`src/rtl/imem_loader_pkg.sv`:
```
// Shared types and constants for the instruction-memory loader.
// Holds FSM state encodings, widths and the default frame marker.
package imem_loader_pkg;

  localparam int IW = 20;
  localparam int AW = 8;

  localparam logic [7:0] SYNC_BYTE_DEF = 8'hA5;

  typedef enum logic [2:0] {
    S_IDLE,
    S_COUNT,
    S_B0,
    S_B1,
    S_B2,
    S_CSUM,
    S_ERR_WAIT
  } state_t;

  typedef enum logic [1:0] {
    RX_IDLE,
    RX_START,
    RX_DATA,
    RX_STOP
  } rx_state_t;

endpackage

```
`src/rtl/imem_loader_uart_rx.sv`:
```
// 8N1 UART byte receiver with 2-flop synchronizer and glitch reject.
// Ports: clk, rst, rxd in; data, byte_valid, framing_err out.
module uart_rx_byte
  import imem_loader_pkg::*;
#(
  parameter int CLKS_PER_BIT = 434
) (
  input  logic       clk,
  input  logic       rst,
  input  logic       rxd,
  output logic [7:0] data,
  output logic       byte_valid,
  output logic       framing_err
);

  localparam int CW = $clog2(CLKS_PER_BIT + 1);
  localparam logic [CW-1:0] FULL = CW'(CLKS_PER_BIT - 1);
  localparam logic [CW-1:0] HALF = CW'(CLKS_PER_BIT / 2 - 1);

  logic            s1_q, s2_q, s3_q;
  rx_state_t       st_q, st_d;
  logic [CW-1:0]   cnt_q, cnt_d;
  logic [2:0]      bit_q, bit_d;
  logic [7:0]      sh_q, sh_d;
  logic            bv_q, bv_d;
  logic            fe_q, fe_d;

  always_comb begin
    st_d  = st_q;
    cnt_d = cnt_q + 1'b1;
    bit_d = bit_q;
    sh_d  = sh_q;
    bv_d  = 1'b0;
    fe_d  = 1'b0;
    unique case (st_q)
      RX_IDLE: begin
        cnt_d = '0;
        if (s3_q && !s2_q) st_d = RX_START;
      end
      RX_START: begin
        if (cnt_q == HALF) begin
          cnt_d = '0;
          bit_d = '0;
          st_d  = s2_q ? RX_IDLE : RX_DATA;
        end
      end
      RX_DATA: begin
        if (cnt_q == FULL) begin
          cnt_d = '0;
          sh_d  = {s2_q, sh_q[7:1]};
          bit_d = bit_q + 1'b1;
          if (bit_q == 3'd7) st_d = RX_STOP;
        end
      end
      RX_STOP: begin
        if (cnt_q == FULL) begin
          cnt_d = '0;
          bv_d  = s2_q;
          fe_d  = !s2_q;
          st_d  = RX_IDLE;
        end
      end
      default: st_d = RX_IDLE;
    endcase
  end

  always_ff @(posedge clk) begin
    if (rst) begin
      s1_q  <= 1'b1;
      s2_q  <= 1'b1;
      s3_q  <= 1'b1;
      st_q  <= RX_IDLE;
      cnt_q <= '0;
      bit_q <= '0;
      sh_q  <= '0;
      bv_q  <= 1'b0;
      fe_q  <= 1'b0;
    end else begin
      s1_q  <= rxd;
      s2_q  <= s1_q;
      s3_q  <= s2_q;
      st_q  <= st_d;
      cnt_q <= cnt_d;
      bit_q <= bit_d;
      sh_q  <= sh_d;
      bv_q  <= bv_d;
      fe_q  <= fe_d;
    end
  end

  assign data        = sh_q;
  assign byte_valid  = bv_q;
  assign framing_err = fe_q;

endmodule

```
`src/rtl/imem_loader.sv`:
```
// Loads a framed program from UART into instruction RAM, holds CPU.
// Ports: clk, rst, rxd in; we, waddr, wdata, cpu_hold, busy, done, err out.
module imem_loader
  import imem_loader_pkg::*;
#(
  parameter int         CLKS_PER_BIT  = 434,
  parameter logic [7:0] SYNC_BYTE     = SYNC_BYTE_DEF,
  parameter bit         HOLD_AT_RESET = 1'b1
) (
  input  logic          clk,
  input  logic          rst,
  input  logic          rxd,
  output logic          we,
  output logic [AW-1:0] waddr,
  output logic [IW-1:0] wdata,
  output logic          cpu_hold,
  output logic          busy,
  output logic          done,
  output logic          err
);

  logic [7:0] rx_data;
  logic       bv;
  logic       fe;

  uart_rx_byte #(.CLKS_PER_BIT(CLKS_PER_BIT)) u_rx (
    .clk        (clk),
    .rst        (rst),
    .rxd        (rxd),
    .data       (rx_data),
    .byte_valid (bv),
    .framing_err(fe)
  );

  state_t        state_q, state_d;
  logic [8:0]    cnt_q, cnt_d;
  logic [7:0]    sum_q, sum_d;
  logic [3:0]    b0_q, b0_d;
  logic [7:0]    b1_q, b1_d;
  logic          we_q, we_d;
  logic [AW-1:0] waddr_q, waddr_d;
  logic [IW-1:0] wdata_q, wdata_d;
  logic          busy_q, busy_d;
  logic          done_q, done_d;
  logic          err_q, err_d;
  logic          hold_q, hold_d;

  always_ff @(posedge clk) begin
    if (rst) state_q <= S_IDLE;
    else     state_q <= state_d;
  end

  always_comb begin
    state_d = state_q;
    unique case (state_q)
      S_IDLE:
        if (bv && rx_data == SYNC_BYTE) state_d = S_COUNT;
      S_COUNT:
        if (bv) state_d = S_B0;
      S_B0:
        if (bv) state_d = (rx_data[7:4] != 4'd0) ? S_ERR_WAIT : S_B1;
      S_B1:
        if (bv) state_d = S_B2;
      S_B2:
        if (bv) state_d = (cnt_q == 9'd1) ? S_CSUM : S_B0;
      S_CSUM:
        if (bv) state_d = S_IDLE;
      S_ERR_WAIT:
        state_d = S_IDLE;
      default:
        state_d = S_IDLE;
    endcase
    if (fe && state_q != S_IDLE && state_q != S_ERR_WAIT)
      state_d = S_ERR_WAIT;
  end

  always_comb begin
    cnt_d   = cnt_q;
    sum_d   = sum_q;
    b0_d    = b0_q;
    b1_d    = b1_q;
    we_d    = 1'b0;
    // address advances the cycle the write strobe is on the port
    waddr_d = we_q ? waddr_q + 1'b1 : waddr_q;
    wdata_d = wdata_q;
    busy_d  = busy_q;
    done_d  = done_q;
    err_d   = err_q;
    hold_d  = hold_q;
    unique case (state_q)
      S_IDLE: begin
        if (bv && rx_data == SYNC_BYTE) begin
          busy_d  = 1'b1;
          hold_d  = 1'b1;
          done_d  = 1'b0;
          err_d   = 1'b0;
          waddr_d = '0;
          sum_d   = '0;
        end
      end
      S_COUNT: begin
        if (bv) begin
          // N=0 encodes a full 256-word load
          cnt_d = {rx_data == 8'd0, rx_data};
          sum_d = sum_q + rx_data;
        end
      end
      S_B0: begin
        if (bv) begin
          b0_d  = rx_data[3:0];
          sum_d = sum_q + rx_data;
        end
      end
      S_B1: begin
        if (bv) begin
          b1_d  = rx_data;
          sum_d = sum_q + rx_data;
        end
      end
      S_B2: begin
        if (bv) begin
          we_d    = 1'b1;
          wdata_d = {b0_q, b1_q, rx_data};
          sum_d   = sum_q + rx_data;
          cnt_d   = cnt_q - 1'b1;
        end
      end
      S_CSUM: begin
        if (bv) begin
          busy_d = 1'b0;
          if (rx_data == sum_q) begin
            done_d = 1'b1;
            hold_d = 1'b0;
          end else begin
            err_d = 1'b1;
          end
        end
      end
      default: ;
    endcase
    if (state_d == S_ERR_WAIT && state_q != S_ERR_WAIT) begin
      err_d  = 1'b1;
      busy_d = 1'b0;
      hold_d = 1'b1;
    end
  end

  always_ff @(posedge clk) begin
    if (rst) begin
      cnt_q   <= '0;
      sum_q   <= '0;
      b0_q    <= '0;
      b1_q    <= '0;
      we_q    <= 1'b0;
      waddr_q <= '0;
      wdata_q <= '0;
      busy_q  <= 1'b0;
      done_q  <= 1'b0;
      err_q   <= 1'b0;
      hold_q  <= HOLD_AT_RESET;
    end else begin
      cnt_q   <= cnt_d;
      sum_q   <= sum_d;
      b0_q    <= b0_d;
      b1_q    <= b1_d;
      we_q    <= we_d;
      waddr_q <= waddr_d;
      wdata_q <= wdata_d;
      busy_q  <= busy_d;
      done_q  <= done_d;
      err_q   <= err_d;
      hold_q  <= hold_d;
    end
  end

  assign we       = we_q;
  assign waddr    = waddr_q;
  assign wdata    = wdata_q;
  assign busy     = busy_q;
  assign done     = done_q;
  assign err      = err_q;
  assign cpu_hold = hold_q;

endmodule

```
`config.mk`:
```
export PLATFORM = sky130hd
export DESIGN_NAME = imem_loader
export DESIGN_NICKNAME = d
export VERILOG_FILES = /design/src/rtl/imem_loader_pkg.sv /design/src/rtl/imem_loader_uart_rx.sv /design/src/rtl/imem_loader.sv
export SDC_FILE = /design/constraint.sdc
export NUM_CORES = 1
export LEC_CHECK = 0
export ABC_AREA = 1
export CAP_MARGIN = 10
export CORE_UTILIZATION = 58
export DETAILED_ROUTE_END_ITERATION = 10
export MAX_ROUTING_LAYER = met4
export PLACE_DENSITY_LB_ADDON = 0.2
export SYNTH_ARGS = -nofsm -noshare
export SYNTH_HDL_FRONTEND = slang
export SYNTH_SLANG_ARGS = --single-unit
```
`constraint.sdc`:
```
create_clock -name clk -period 1.9 [get_ports clk]
set_input_delay 0.19 -clock clk [delete_from_list [all_inputs] [get_ports clk]]
set_output_delay 0.19 -clock clk [all_outputs]
set_load 0.005 [all_outputs]
```
==> results.tsv <==
metric	value	unit
critPathKind	reg2reg	
clock_latency	0.36	ns
drtIter0Drc	227	
tns	0	ns
ctsHoldBuffers	0	
postSynthAreaPerCell	7.236	µm²
timing.final.crit_share	0.9087	
crit_fanout	5	
end_kind	flip-flop	
start_util	0.6026	
final_common_cell	nand2_1	
tightestPinTransition	0.3988	ns
maxCapViolCount	0	
cts_max_path_buffers	2	
worstPathCellList	ha_1 -> fa_1 -> or2_2 -> nand3_1 -> or2_1 -> a21oi_1	
htreeDepth	3	
viasPerCell	5.367	
slew_headroom	0.7313	
cts_tree	done	
maxSlewViolCount	0	
syn_inst	604	
cts_setup_buffers	0	
period_minus_slack	1.727	ns
grt_pass1_wl	15930	µm
cts-root-buf	clkbuf_8	
dp_hpwl	6952	µm
setup_viol	0	
io_pins	36	
first_pass_iters	5	
ys_seq_area_frac	0.4214	
rows	31	
wirelength	9853	µm
synth_fp_nets	627	
cts.sinks	92	
syn_area	0.004370	mm²
cts_resized	0	
numCtsBuffers	9	
synth_seq_cells	92	
area_delta_synth_final	15.32	%
powerDensity	697.3	mW/mm²
power.static_leakage	2.078	nW
fin_ws	0.1735	ns
diodes	0	
yosys_warnings	0	
drt-wirelength-per-cell	13.24	µm
port-buffer-count	35	
num-fill-cells	612	
post-route-drc-count	0	
p_int	2.546	mW
final_area	0.005040	mm²
critical-path-max-stage-delay	0.43	ns
switching_share	0.2756	
grt_util_all_layers	0.2674	
timing.fmax	579.2	MHz
pre_cts_ws	0.2010	ns
antenna_found_initial	0	
antenna_left	0	
dieHeight	88.81	µm
outcome	complete, no violations	
final_cell_mix	141 x nand2_1, 92 x dfxtp_1, 64 x nor2_1	
grt_overflow	0	
peakVddDrop	0.5194	mV
pwr-share-clk	0.377	
place_area	0.004837	mm²
crit_path_start_kind	flip-flop	
num_vias	3993	
core	0.007253	mm²
hold_violations	0	
hold_path.class	in2reg	
grt_setup_unrepaired	no	
clkTransAtPathRegs	0.10	ns
combPwrFrac	0.065	
layout-drive-gt1-share	0.08062	
dieArea	0.007886	mm²
required	2.13	ns
final_nets	663	
crit_arrival	1.96	ns
skew	0.01065	ns
sequentialPowerShare	0.558	
p_sw	0.9684	mW
worst_path_max_delay_cell	fa_1	
grt_pass1_vias	3509	
grt_max_degree	43	
synth_cell_types	36	
routabilityCongestion	0.8959	
dieWidth	88.81	µm
==> synthesized netlist by cell type (all sizes together) <==
master / count / area share
inv: 62 / 0.053
a31o: 1 / 0.0020
a21oi: 63 / 0.073
nand2: 149 / 0.13
nor2: 68 / 0.062
nor3b: 2 / 0.0034
nand3b: 3 / 0.0052
a211oi: 4 / 0.0069
a31oi: 3 / 0.0043
o21bai: 1 / 0.0017
buf: 8 / 0.0097
nor4: 1 / 0.0014
a21boi: 1 / 0.0017
nand4: 6 / 0.0086
nor3: 12 / 0.015
or2: 6 / 0.0086
xnor2: 4 / 0.0080
fa: 1 / 0.0046
dfxtp: 92 / 0.42
o211ai: 1 / 0.0017
xor2: 8 / 0.016
nand3: 35 / 0.046
clkbuf: 10 / 0.0086
ha: 19 / 0.054
o21ai: 44 / 0.050
==> metrics by stage <==
stage                     hold WS (ns)  utilization  total power [mW]  std cells
after detailed placement        0.3979       0.6669             2.226        728
after CTS                       0.3795       0.6948             3.528        744
final                           0.3834       0.6948             3.514        744
after floorplan                 0.2938            -             2.172        604
after global placement          0.3936       0.6669             2.215        728
after global routing            0.4103       0.6948             3.626        744
==> worst max-delay path, delay by kind of cell (launching register included) <==
family / cells / cell delay, ns
AO/OA/AOI/OAI: 1 / 0.06
adder cells (fa/ha/maj): 2 / 0.69
AND/OR/NAND/NOR: 3 / 0.49
flip-flops: 1 / 0.37
==> worst paths after layout <==
| path | start | endpoint | slack, ns | cells after the start |
|---|---|---|---|---|
| max | u_rx.data[0] | sum_q[2] | 0.17 | 6 |
| min | rxd | u_rx.s1_q | 0.38 | 2 |
| max reg2reg | u_rx.data[0] | sum_q[2] | 0.17 | 6 |
| min reg2reg | u_rx.s1_q | u_rx.s2_q | 0.43 | 1 |
==> area by class of cell <==
cell class                 count  area [µm²]  share of cell area
clock buffer                   9       123.9             0.02458
clock inverter                 7       78.83             0.01564
inverter                      62       232.7             0.04618
multi-input combinational    432        2216              0.4397
sequential                    92        1842              0.3654
tap                           99       123.9             0.02458
timing repair buffer          43       422.9             0.08391
==> power groups by stage <==
stage / Combinational, mW / Clock [mW] / Sequential, mW
after floorplan: 0.169 / 0 / 2.00
after global placement: 0.209 / 0 / 2.01
after detailed placement: 0.219 / 0 / 2.01
after CTS: 0.222 / 1.34 / 1.96
after global routing: 0.252 / 1.41 / 1.97
final: 0.227 / 1.32 / 1.96
==> per-layer routing <==
metal  vias to the layer above  global-route usage  share of wire
li1                       2033                   -              -
met1                      1830              0.3388           0.47
met2                       118              0.4448           0.48
met3                        12             0.03451          0.046
met4                         0             0.08211          0.011
met5                         -                   -              0
==> cell families (layout without fill, tap and decap cells) <==
kind of cell / after synthesis / in the layout / share of synthesized area
xor gates and xnor gates: 12 / 12 / 0.02405
buffers and inverters: 80 / 121 / 0.07157
adders and majority gates: 20 / 20 / 0.05898
and+or+nand+nor: 282 / 282 / 0.2823
DFF: 92 / 92 / 0.4214
AOI/OAI and AO/OA: 118 / 118 / 0.1417
==> sequential cells by signal (all words and copies together) (netlist names), 4 cells and up, named ones only <==
name and count:
b0_q 4, b1_q 8, cnt_q 9, sum_q 8, u_rx.cnt_q 9, u_rx.data 8
waddr 8, wdata 20
(Power assumes the default switching activity.)
